[config.mk]
export PLATFORM = sky130hd
export DESIGN_NAME = if_stage_flat
export DESIGN_NICKNAME = d
export VERILOG_FILES = /design/src/rtl/if_stage_if.sv /design/src/rtl/if_stage.sv /design/src/flat_wrapper.sv
export SDC_FILE = /design/constraint.sdc
export NUM_CORES = 1
export LEC_CHECK = 0
export ABC_AREA = 1
export CAP_MARGIN = 30
export CORE_MARGIN = 2
export CORE_UTILIZATION = 50
export DETAILED_ROUTE_END_ITERATION = 10
export PLACE_DENSITY = 0.78
export SLEW_MARGIN = 10
export SYNTH_ARGS = -nofsm -noshare
export SYNTH_HDL_FRONTEND = slang
export SYNTH_SLANG_ARGS = --single-unit
[constraint.sdc]
create_clock -name clk -period 2.4 [get_ports clk]
set_clock_uncertainty 0.05 [all_clocks]
set_input_delay 0.48 -clock clk [delete_from_list [all_inputs] [get_ports clk]]
set_output_delay 0.48 -clock clk [all_outputs]
set_load 0.005 [all_outputs]
[src/rtl/if_stage_if.sv]
// -----------------------------------------------------------------------------
// if_stage_if -- instruction memory bus between the fetch stage and memory.
//
// Signals
//   req   : fetch request, held with addr until ready is seen high
//   addr  : word-aligned fetch address
//   ready : memory accepts the request and returns rdata in the same cycle
//   rdata : instruction word, meaningful when req and ready are both high
//
// Modports
//   master : fetch stage side (drives req/addr)
//   slave  : memory side (drives ready/rdata)
// -----------------------------------------------------------------------------
interface if_stage_if #(
  parameter int WORD_WIDTH = 32
);
  logic                  req;
  logic [WORD_WIDTH-1:0] addr;
  logic                  ready;
  logic [WORD_WIDTH-1:0] rdata;

  modport master (output req, addr, input  ready, rdata);
  modport slave  (input  req, addr, output ready, rdata);
endinterface

[src/rtl/if_stage.sv]
// -----------------------------------------------------------------------------
// if_stage -- instruction fetch stage with a two-entry fetch buffer.
//
// Fetches sequential words from instruction memory, queues them as
// {fetch address + PC_STEP, instruction} and presents the oldest entry to
// decode. A branch flushes the buffer and redirects fetching; a response
// that was already in flight when the branch arrived is drained and dropped.
//
// Ports
//   clk             : clock, rising edge
//   rst             : asynchronous active-low reset
//   freeze          : decode hold, the presented entry is not consumed
//   branch_taken    : one-cycle redirect pulse (overrides freeze)
//   branch_address  : redirect target, bits [1:0] ignored
//   imem            : instruction memory bus (master side)
//   valid_out       : head entry is valid
//   pc_out          : head entry fetch address + PC_STEP
//   instruction_out : head entry instruction word
//
// Only BUF_DEPTH = 2 is supported.
// -----------------------------------------------------------------------------
module if_stage #(
  parameter int WORD_WIDTH = 32,
  parameter int PC_STEP    = 4,
  parameter int BUF_DEPTH  = 2
) (
  input  logic                  clk,
  input  logic                  rst,
  input  logic                  freeze,
  input  logic                  branch_taken,
  input  logic [WORD_WIDTH-1:0] branch_address,
  if_stage_if.master            imem,
  output logic                  valid_out,
  output logic [WORD_WIDTH-1:0] pc_out,
  output logic [WORD_WIDTH-1:0] instruction_out
);

  localparam logic [WORD_WIDTH-1:0] STEP = WORD_WIDTH'(PC_STEP);
  localparam logic [1:0]            FULL = 2'(BUF_DEPTH);

  typedef enum logic [1:0] {IDLE, REQ, DROP} state_t;

  typedef struct packed {
    logic [WORD_WIDTH-1:0] pc;
    logic [WORD_WIDTH-1:0] instr;
  } entry_t;

  state_t                state, state_next;
  entry_t                fifo [2];
  entry_t                last_q;      // last entry shown, held while empty
  logic                  rd_ptr, wr_ptr;
  logic [1:0]            count, count_next;
  logic [WORD_WIDTH-1:0] fetch_pc;
  logic [WORD_WIDTH-1:0] drop_addr;   // address of the response being dropped
  logic [WORD_WIDTH-1:0] branch_target;
  logic                  push, pop;

  assign branch_target = branch_address & ~WORD_WIDTH'(3);
  assign valid_out     = (count != 2'd0);

  // A branch cycle neither keeps returned data nor consumes the head.
  assign push = (state == REQ) && imem.ready && !branch_taken;
  assign pop  = valid_out && !freeze && !branch_taken;

  always_comb begin
    count_next = count + 2'(push) - 2'(pop);
    if (branch_taken) count_next = 2'd0;
  end

  // ---------------------------------------------------------------------------
  // FSM: state register
  // ---------------------------------------------------------------------------
  always_ff @(posedge clk or negedge rst) begin
    // NOTE: sequential state uses <= so every flop samples pre-edge values.
    if (!rst) state <= REQ;
    else      state <= state_next;
  end

  // ---------------------------------------------------------------------------
  // FSM: next state. REQ only stays active while the buffer has room after
  // this cycle's push/pop, so a push never lands on a full buffer.
  // ---------------------------------------------------------------------------
  always_comb begin
    // NOTE: default assignment first so no path leaves state_next unassigned (no latch).
    state_next = state;
    unique case (state)
      IDLE: if (count_next < FULL) state_next = REQ;
      REQ: begin
        if (branch_taken)    state_next = imem.ready ? REQ : DROP;
        else if (imem.ready) state_next = (count_next < FULL) ? REQ : IDLE;
      end
      DROP: if (imem.ready) state_next = REQ;
      default: state_next = REQ;
    endcase
  end

  // ---------------------------------------------------------------------------
  // FSM: outputs. Reset parks the FSM in REQ so the first fetch goes out on
  // the first edge after release; gating with rst keeps the bus idle in reset.
  // ---------------------------------------------------------------------------
  always_comb begin
    imem.req  = 1'b0;
    imem.addr = fetch_pc;
    case (state)
      REQ:  imem.req = rst;
      DROP: begin
        imem.req  = rst;
        imem.addr = drop_addr;
      end
      default: ;
    endcase
  end

  // ---------------------------------------------------------------------------
  // Datapath: fetch PC, buffer, pointers
  // ---------------------------------------------------------------------------
  always_ff @(posedge clk or negedge rst) begin
    if (!rst) begin
      fetch_pc  <= '0;
      drop_addr <= '0;
      count     <= 2'd0;
      rd_ptr    <= 1'b0;
      wr_ptr    <= 1'b0;
      // NOTE: buffer slots are reset because the head must read as zero
      // straight out of reset; deeper storage would normally stay unreset.
      fifo[0]   <= '0;
      fifo[1]   <= '0;
      last_q    <= '0;
    end else begin
      count <= count_next;
      if (valid_out) last_q <= fifo[rd_ptr];
      if (branch_taken) begin
        fetch_pc <= branch_target;
        wr_ptr   <= rd_ptr;  // flush: empty buffer, head position unchanged
        // Remember the unanswered address so it stays on the bus until ready.
        if (state == REQ && !imem.ready) drop_addr <= fetch_pc;
      end else begin
        if (push) begin
          fifo[wr_ptr] <= '{pc: fetch_pc + STEP, instr: imem.rdata};
          wr_ptr       <= ~wr_ptr;
          fetch_pc     <= fetch_pc + STEP;
        end
        if (pop) rd_ptr <= ~rd_ptr;
      end
    end
  end

  // Empty buffer shows the last presented entry rather than a stale slot.
  assign pc_out          = valid_out ? fifo[rd_ptr].pc    : last_q.pc;
  assign instruction_out = valid_out ? fifo[rd_ptr].instr : last_q.instr;

endmodule

[src/flat_wrapper.sv]
// flat-port wrapper written by rule: the top's interface ports become plain ports
module if_stage_flat 
#(
  parameter int WORD_WIDTH = 32,
  parameter int PC_STEP    = 4,
  parameter int BUF_DEPTH  = 2
)
  (clk, rst, freeze, branch_taken, branch_address, valid_out, pc_out, instruction_out, imem_req, imem_addr, imem_ready, imem_rdata);
  if_stage_if #(.WORD_WIDTH(WORD_WIDTH)) imem_i ();
  input  logic clk;
  input  logic rst;
  input  logic freeze;
  input  logic branch_taken;
  input  logic [WORD_WIDTH-1:0] branch_address;
  output logic valid_out;
  output logic [WORD_WIDTH-1:0] pc_out;
  output logic [WORD_WIDTH-1:0] instruction_out;
  output wire logic [$bits(imem_i.req)-1:0] imem_req;
  output wire logic [$bits(imem_i.addr)-1:0] imem_addr;
  input wire logic [$bits(imem_i.ready)-1:0] imem_ready;
  input wire logic [$bits(imem_i.rdata)-1:0] imem_rdata;
  assign imem_req = imem_i.req;
  assign imem_addr = imem_i.addr;
  assign imem_i.ready = imem_ready;
  assign imem_i.rdata = imem_rdata;
  if_stage #(.WORD_WIDTH(WORD_WIDTH), .PC_STEP(PC_STEP), .BUF_DEPTH(BUF_DEPTH)) u_core (.clk(clk), .rst(rst), .freeze(freeze), .branch_taken(branch_taken), .branch_address(branch_address), .imem(imem_i), .valid_out(valid_out), .pc_out(pc_out), .instruction_out(instruction_out));
endmodule
After elaboration in Yosys (flattened, before gate mapping)
Index checks and enable logic that the tools add are counted.
W data, S select, Z words.
- add/subtract/negate cells: 3
- order comparisons: 4
- eq/ne operators: 5
- mux-type cells: 22
- bitwise logic cells: 5
- reductions and logical operators: 17
- operator list (operator ; number):
    $mux W64 ; 4
    $mux W32 ; 5
    $bwmux W128 ; 1
    $demux W64 S1 ; 1
    $add A32 B3 Y32 const B ; 1
    $mux W2 ; 6
    $logic_and A1 B1 Y1 ; 6
    $pmux W2 S3 ; 1
    $reduce_and A2 Y1 ; 3
    $ge A2 B2 Y1 const B ; 2
    $mux W1 ; 4
    $not A1 Y2 ; 2
    $reduce_bool A2 Y1 ; 2
    $logic_not A1 Y1 ; 3
    $ne A3 B3 Y1 const B ; 1
    $not A1 Y1 ; 3
    $reduce_and A3 Y1 ; 1
    $add A2 B1 Y2 ; 1
    $eq A2 B1 Y1 const B ; 1
    $eq A2 B2 Y1 const B ; 1
    $logic_not A2 Y1 ; 1
    $lt A2 B1 Y1 const B ; 1
    $lt A2 B2 Y1 const B ; 1
    $ne A2 B1 Y1 const B ; 1
    other kinds (3) ; 3
- register bits: 262
- input bits: 69
- output and inout port bits: 98

Longest topological paths before layout
Gate-level depths: netlist of the first run.
- depth in word-level cells: 11
- depth in mapped cells: 14
- gate-level depth less buffers: 13

Worst setup path before layout of the first run
OpenSTA, ideal clock, no wires.
- kind: register to register
- start: register u_core.state[0]
- end: register u_core.state[0]
- library setup time: 0.060 ns
- data arrival time: 1.958 ns
- slack: 0.331 ns
- stages on the path, launching flop included: 14
- path buffers: 1
- path through: dfstp_2 > ha_1 > nand2_1 > nor2_4 > clkbuf_1 > ha_1 > inv_1 > nand2_1 > nand2_1 > nor2_1 > nand2_1 > nand2_1 > nand2_1 > nand2_1
- cells in the longest elaborated chain, start to end: 11
- elaborated cells on any way between the ends: 17
- ends and longest elaborated chain (what ; line ; RTL):
    from (decl) ; if_stage.sv:48 ; state_t state, state_next;
    from (signal assigned) ; if_stage.sv:76 ; else state <= state_next;
    $eq A2 B1 Y1 (*) ; if_stage.sv:62 ; assign push = (state == REQ) && imem.ready && !branch_taken;
    $logic_and A1 B1 Y1 (*) (2 in series) ; if_stage.sv:62 ;
    $add A2 B1 Y2 (*) ; if_stage.sv:66 ; count_next = count + 2'(push) - 2'(pop);
    $sub A2 B1 Y2 (*) ; if_stage.sv:66 ;
    $mux W2 (*) ; if_stage.sv:67 ; if (branch_taken) count_next = 2'd0;
    net u_core.count_next[1] ; if_stage.sv:52 ; logic [1:0] count, count_next;
    $lt A2 B2 Y1 (*) ; if_stage.sv:87, if_stage.sv:90 ;
    $mux W1 ; if_stage.sv:90 ; else if (imem.ready) state_next = (count_next < FULL) ? REQ : IDLE;
    $mux W2 ; if_stage.sv:90 ;
    $mux W2 ; if_stage.sv:89 ; if (branch_taken) state_next = imem.ready ? REQ : DROP;
    $pmux W2 S3 ; if_stage.sv:86 ; unique case (state)
The timed path passes the listed nets; every way through them passes the cells marked *. The select of a mux whose other input is x is not followed.
A chain may end at the register's enable or synchronous reset.

Final worst setup path of the first run
- start: register u_core.count[0]
- end: output port instruction_out[9]
- cells in the longest elaborated chain, start to end: 2
- ends and longest elaborated chain (what ; line ; RTL):
    from (decl) ; if_stage.sv:52 ;
    from (signal assigned) ; if_stage.sv:130 ; count <= count_next;
    $reduce_bool A2 Y1 ; if_stage.sv:59 ; assign valid_out = (count != 2'd0);
    $mux W32 ; if_stage.sv:150 ; assign instruction_out = valid_out ? fifo[rd_ptr].instr : last_q.instr;
    to (decl) ; flat_wrapper.sv:17 ; output logic [WORD_WIDTH-1:0] instruction_out;
No other way between the ends.

==> results of run 1 <==
kinds of logic after synthesis:
family,share of synthesized area (%)
AND/OR/NAND/NOR,22.1
adder cells (fa/ha/maj),0.663
flip-flops,55.7
other,0.0331
AO/OA/AOI/OAI,13.4
XOR/XNOR,1.24
buffers and inverters,6.80
flip-flops by register name, indices dropped and copies added, names as in the netlist:
name,flops
u_core.fifo,124
u_core.last_q,62
u_core.drop_addr,30
u_core.fetch_pc,30
u_core.count,2
u_core.state,2
u_core.rd_ptr,1
u_core.wr_ptr,1
worst max-delay path: cells and delay by family, from the launching register on:
family / cells / cell delay [ns]
AOI/OAI and AO/OA: 1 / 0.05
DFF: 1 / 0.40
and+or+nand+nor: 2 / 0.28
buffers and inverters: 5 / 0.64
area by class of cell:
| type | count | share of cell area [%] |
|---|---|---|
| Clock inverter | 9 | 0.459 |
| Timing Repair Buffer | 252 | 15.3 |
| Clock buffer | 39 | 5.24 |
| Tap cell | 285 | 2.33 |
| Sequential cell | 252 | 41.3 |
| Multi-Input combinational cell | 965 | 32.6 |
| Inverter | 111 | 2.79 |
what timing repair did:
| action | 4_1_cts | 5_1_grt |
|---|---|---|
| cloned | 7 | 2 |
| endpoints found under the setup margin | 94 | 81 |
| buffers inserted | 40 | 9 |
| pin swaps | 51 | 39 |
| resized for setup | 479 | 120 |
synthesized netlist by cell type:
master	count	area (um2)
nor2_4	2	22.5
and2_1	3	18.8
ha_1	6	75.1
buf_1	2	7.51
xor2_1	16	140
buf_2	25	125
o221ai_1	1	8.76
a21oi_1	125	626
buf_6	2	22.5
o211ai_1	6	45.0
nand3_1	37	185
dfstp_2	1	26.3
nand2_1	491	1840
inv_1	104	390
o21ai_1	82	410
clkbuf_1	44	165
nor2_8	1	20.0
inv_2	6	22.5
conb_1	1	3.75
o21ai_0	80	400
o21bai_1	4	30.0
inv_4	1	6.26
buf_4	4	30.0
nor3_1	2	10.0
dfrtp_1	251	6280
nor2_1	102	383
nor2_2	3	18.8
metal layers:
metal | vias to the layer above | GRT usage [%] | routed length (um)
met5 | - | 0 | 0
met4 | 0 | 6.31 | 811
met3 | 59 | 3.22 | 1900
met2 | 370 | 43.6 | 15300
met1 | 4805 | 37.1 | 14100
li1 | 4867 | - | -
metrics by stage:
stage          TNS, ns  area, um2  utilization [%]  worst slack, ns  hold WS, ns
2_1_floorplan        0      11300                -            0.331        0.134
3_3_place_gp    -0.285      13400             59.8           -0.137        0.409
6_report        -0.421      15300             68.1          -0.0359      0.00629
5_1_grt          -2.87      15300             68.1          -0.0996       0.0387
3_5_place_dp     -2.15      13400             59.8           -0.161        0.416
4_1_cts          -2.89      14900             66.2           -0.147       0.0244
worst max-delay path by stage:
stage,end,cells after the start
after floorplan,u_core.state[0]$_DFFE_PN1P_,13
after global placement,u_core.state[1]$_DFFE_PN0P_,13
after detailed placement,u_core.state[1]$_DFFE_PN0P_,13
after global routing,instruction_out[16],7
final,instruction_out[9],8
after CTS,pc_out[19],7
where the power goes:
group	switching, uW	internal, uW
Clock	1640	2400
Combinational	4910	4290
Sequential	1250	6220
Total	7800	12900
==> results.py, run 1 <==
metrics = {
    "finish": {
        "syn_to_final_growth_pct": 35.0,
        "register_area_um2": 6310,
        "multi_input_area_um2": 4970,
        "final_nets": 1684,
        "mostFrequentLayoutCells": "nand2_1 (487), dfrtp_1 (250), inv_1 (103)",
        "final_cells": 1913,
        "layout_commonest_cell": "nand2_1",
        "antenna_cells": 0,
        "nFillCells": 1737,
        "drive_gt1_share_pct": 24.1,
    },
    "placed_design": {
        "dpl.hpwl_um": 19300,
        "dp.cells": 1810,
        "portBuffers": 160,
        "gp_congestion": 0.941,
    },
    "critical_path": {
        "startpoint_type": "flop",
        "crit_start": "u_core.count[0]$_DFF_PN0_",
        "end_kind": "output port",
        "reg2reg_slack_ns": 0.20,
        "critical_path_class": "reg2out",
        "slowest_stage": "dfrtp_1",
        "ff2ff_path_depth": 15,
        "cp_max_fo": 7,
        "reg2reg_to": "u_core.state[1]$_DFFE_PN0P_",
        "path_cells": "nor2_4 > buf_12 > inv_6 > buf_12 > clkbuf_16 > nor2_4 > a21oi_2 > buf_2",
        "reg2reg_from": "u_core.count[1]$_DFF_PN0_",
        "slowest_delay_ns": 0.40,
        "arrival_ns": 1.91,
        "critPathRequiredTime_ns": 1.87,
    },
    "sta": {
        "min_period_ns": 2.44,
        "max_slew_margin_pct": 59.2,
        "post-route-period-util_pct": 101,
        "finalSetupViolCount": 31,
        "rsz0062_at_grt": "yes",
        "worst_pin_slew_ns": 0.611,
        "finalHoldViolCount": 0,
        "fin_ws_ns": -0.0359,
        "fmax_mhz": 411,
        "drv_slew": 0,
    },
    "route": {
        "vias_per_cell": 5.28,
        "antenna_left": 0,
        "drt_iter0_markers": 625,
        "vias": 10100,
        "post_drt_wl_per_cell_um": 16.8,
        "drt_first_pass_iters": 6,
        "routed_wl_um": 32100,
        "drc": 0,
    },
    "power": {
        "p_total_uw": 20700,
        "peakVddDrop_mv": 0.567,
        "power_leakage_uw": 0.00737,
        "power.density_nw_per_um2": 1360,
    },
    "clocking": {
        "clockRootBuffer": "clkbuf_16",
        "clkTransAtPathRegs_ns": 0.06,
        "clk_path_buf_depth": 3,
        "cts_max_level": 1,
        "clkLatencyLatePin_ns": 0.53,
        "cts_tree": "yes",
        "cts_hold_repair.buffers": 0,
        "cts_buffers": 27,
        "cts_sinks": 252,
    },
    "status": {
        "status": "finished, violations left",
        "violations": "negative setup slack",
    },
    "global_route": {
        "grt-ovfl-total": 0,
        "grt_start_max_net_pins": 111,
        "grt_first_pass_wirelength_um": 50700,
        "grt_antenna_before_repair": 0,
        "grt_usage_pct": 26.3,
        "grt_pass1_vias": 9860,
    },
    "logic_synthesis": {
        "ys_warn_count": 0,
        "syn_area_um2": 11300,
        "synthesis.instances": 1402,
        "synth.distinct_cells": 27,
        "avgSynthCellArea_um2": 8.07,
        "synth_seq_area_share_pct": 55.7,
        "synth_seq_cells": 252,
    },
    "flow_run": {
        "maxCapViolations": 0,
    },
    "floorplanning": {
        "coreArea_um2": 22400,
        "pin_count": 167,
        "die_y_um": 154,
        "start_util_pct": 50.4,
        "rows": 55,
        "die_w_um": 154,
        "dieArea_um2": 23900,
    },
    "hold_path": {
        "hold_class": "in2async",
    },
}
(Power assumes the default switching activity.)
==> run 2: changes to the inputs <==
--- a/config.mk
+++ b/config.mk
@@ -10,6 +10,7 @@
 export CORE_MARGIN = 2
 export CORE_UTILIZATION = 50
 export DETAILED_ROUTE_END_ITERATION = 10
+export HOLD_SLACK_MARGIN = 0.02
 export PLACE_DENSITY = 0.78
 export SLEW_MARGIN = 10
 export SYNTH_ARGS = -nofsm -noshare
==> results of run 2 <==
Same layout as run 1: the final DEF is identical, and so are final timing and power.
==> run 3: changes to the inputs <==
--- a/config.mk
+++ b/config.mk
@@ -6,7 +6,7 @@
 export NUM_CORES = 1
 export LEC_CHECK = 0
 export ABC_AREA = 1
-export CAP_MARGIN = 30
+export CAP_MARGIN = 5
 export CORE_MARGIN = 2
 export CORE_UTILIZATION = 50
 export DETAILED_ROUTE_END_ITERATION = 10
==> results of run 3 <==
Same layout as run 1: the final DEF is identical, and so are final timing and power.
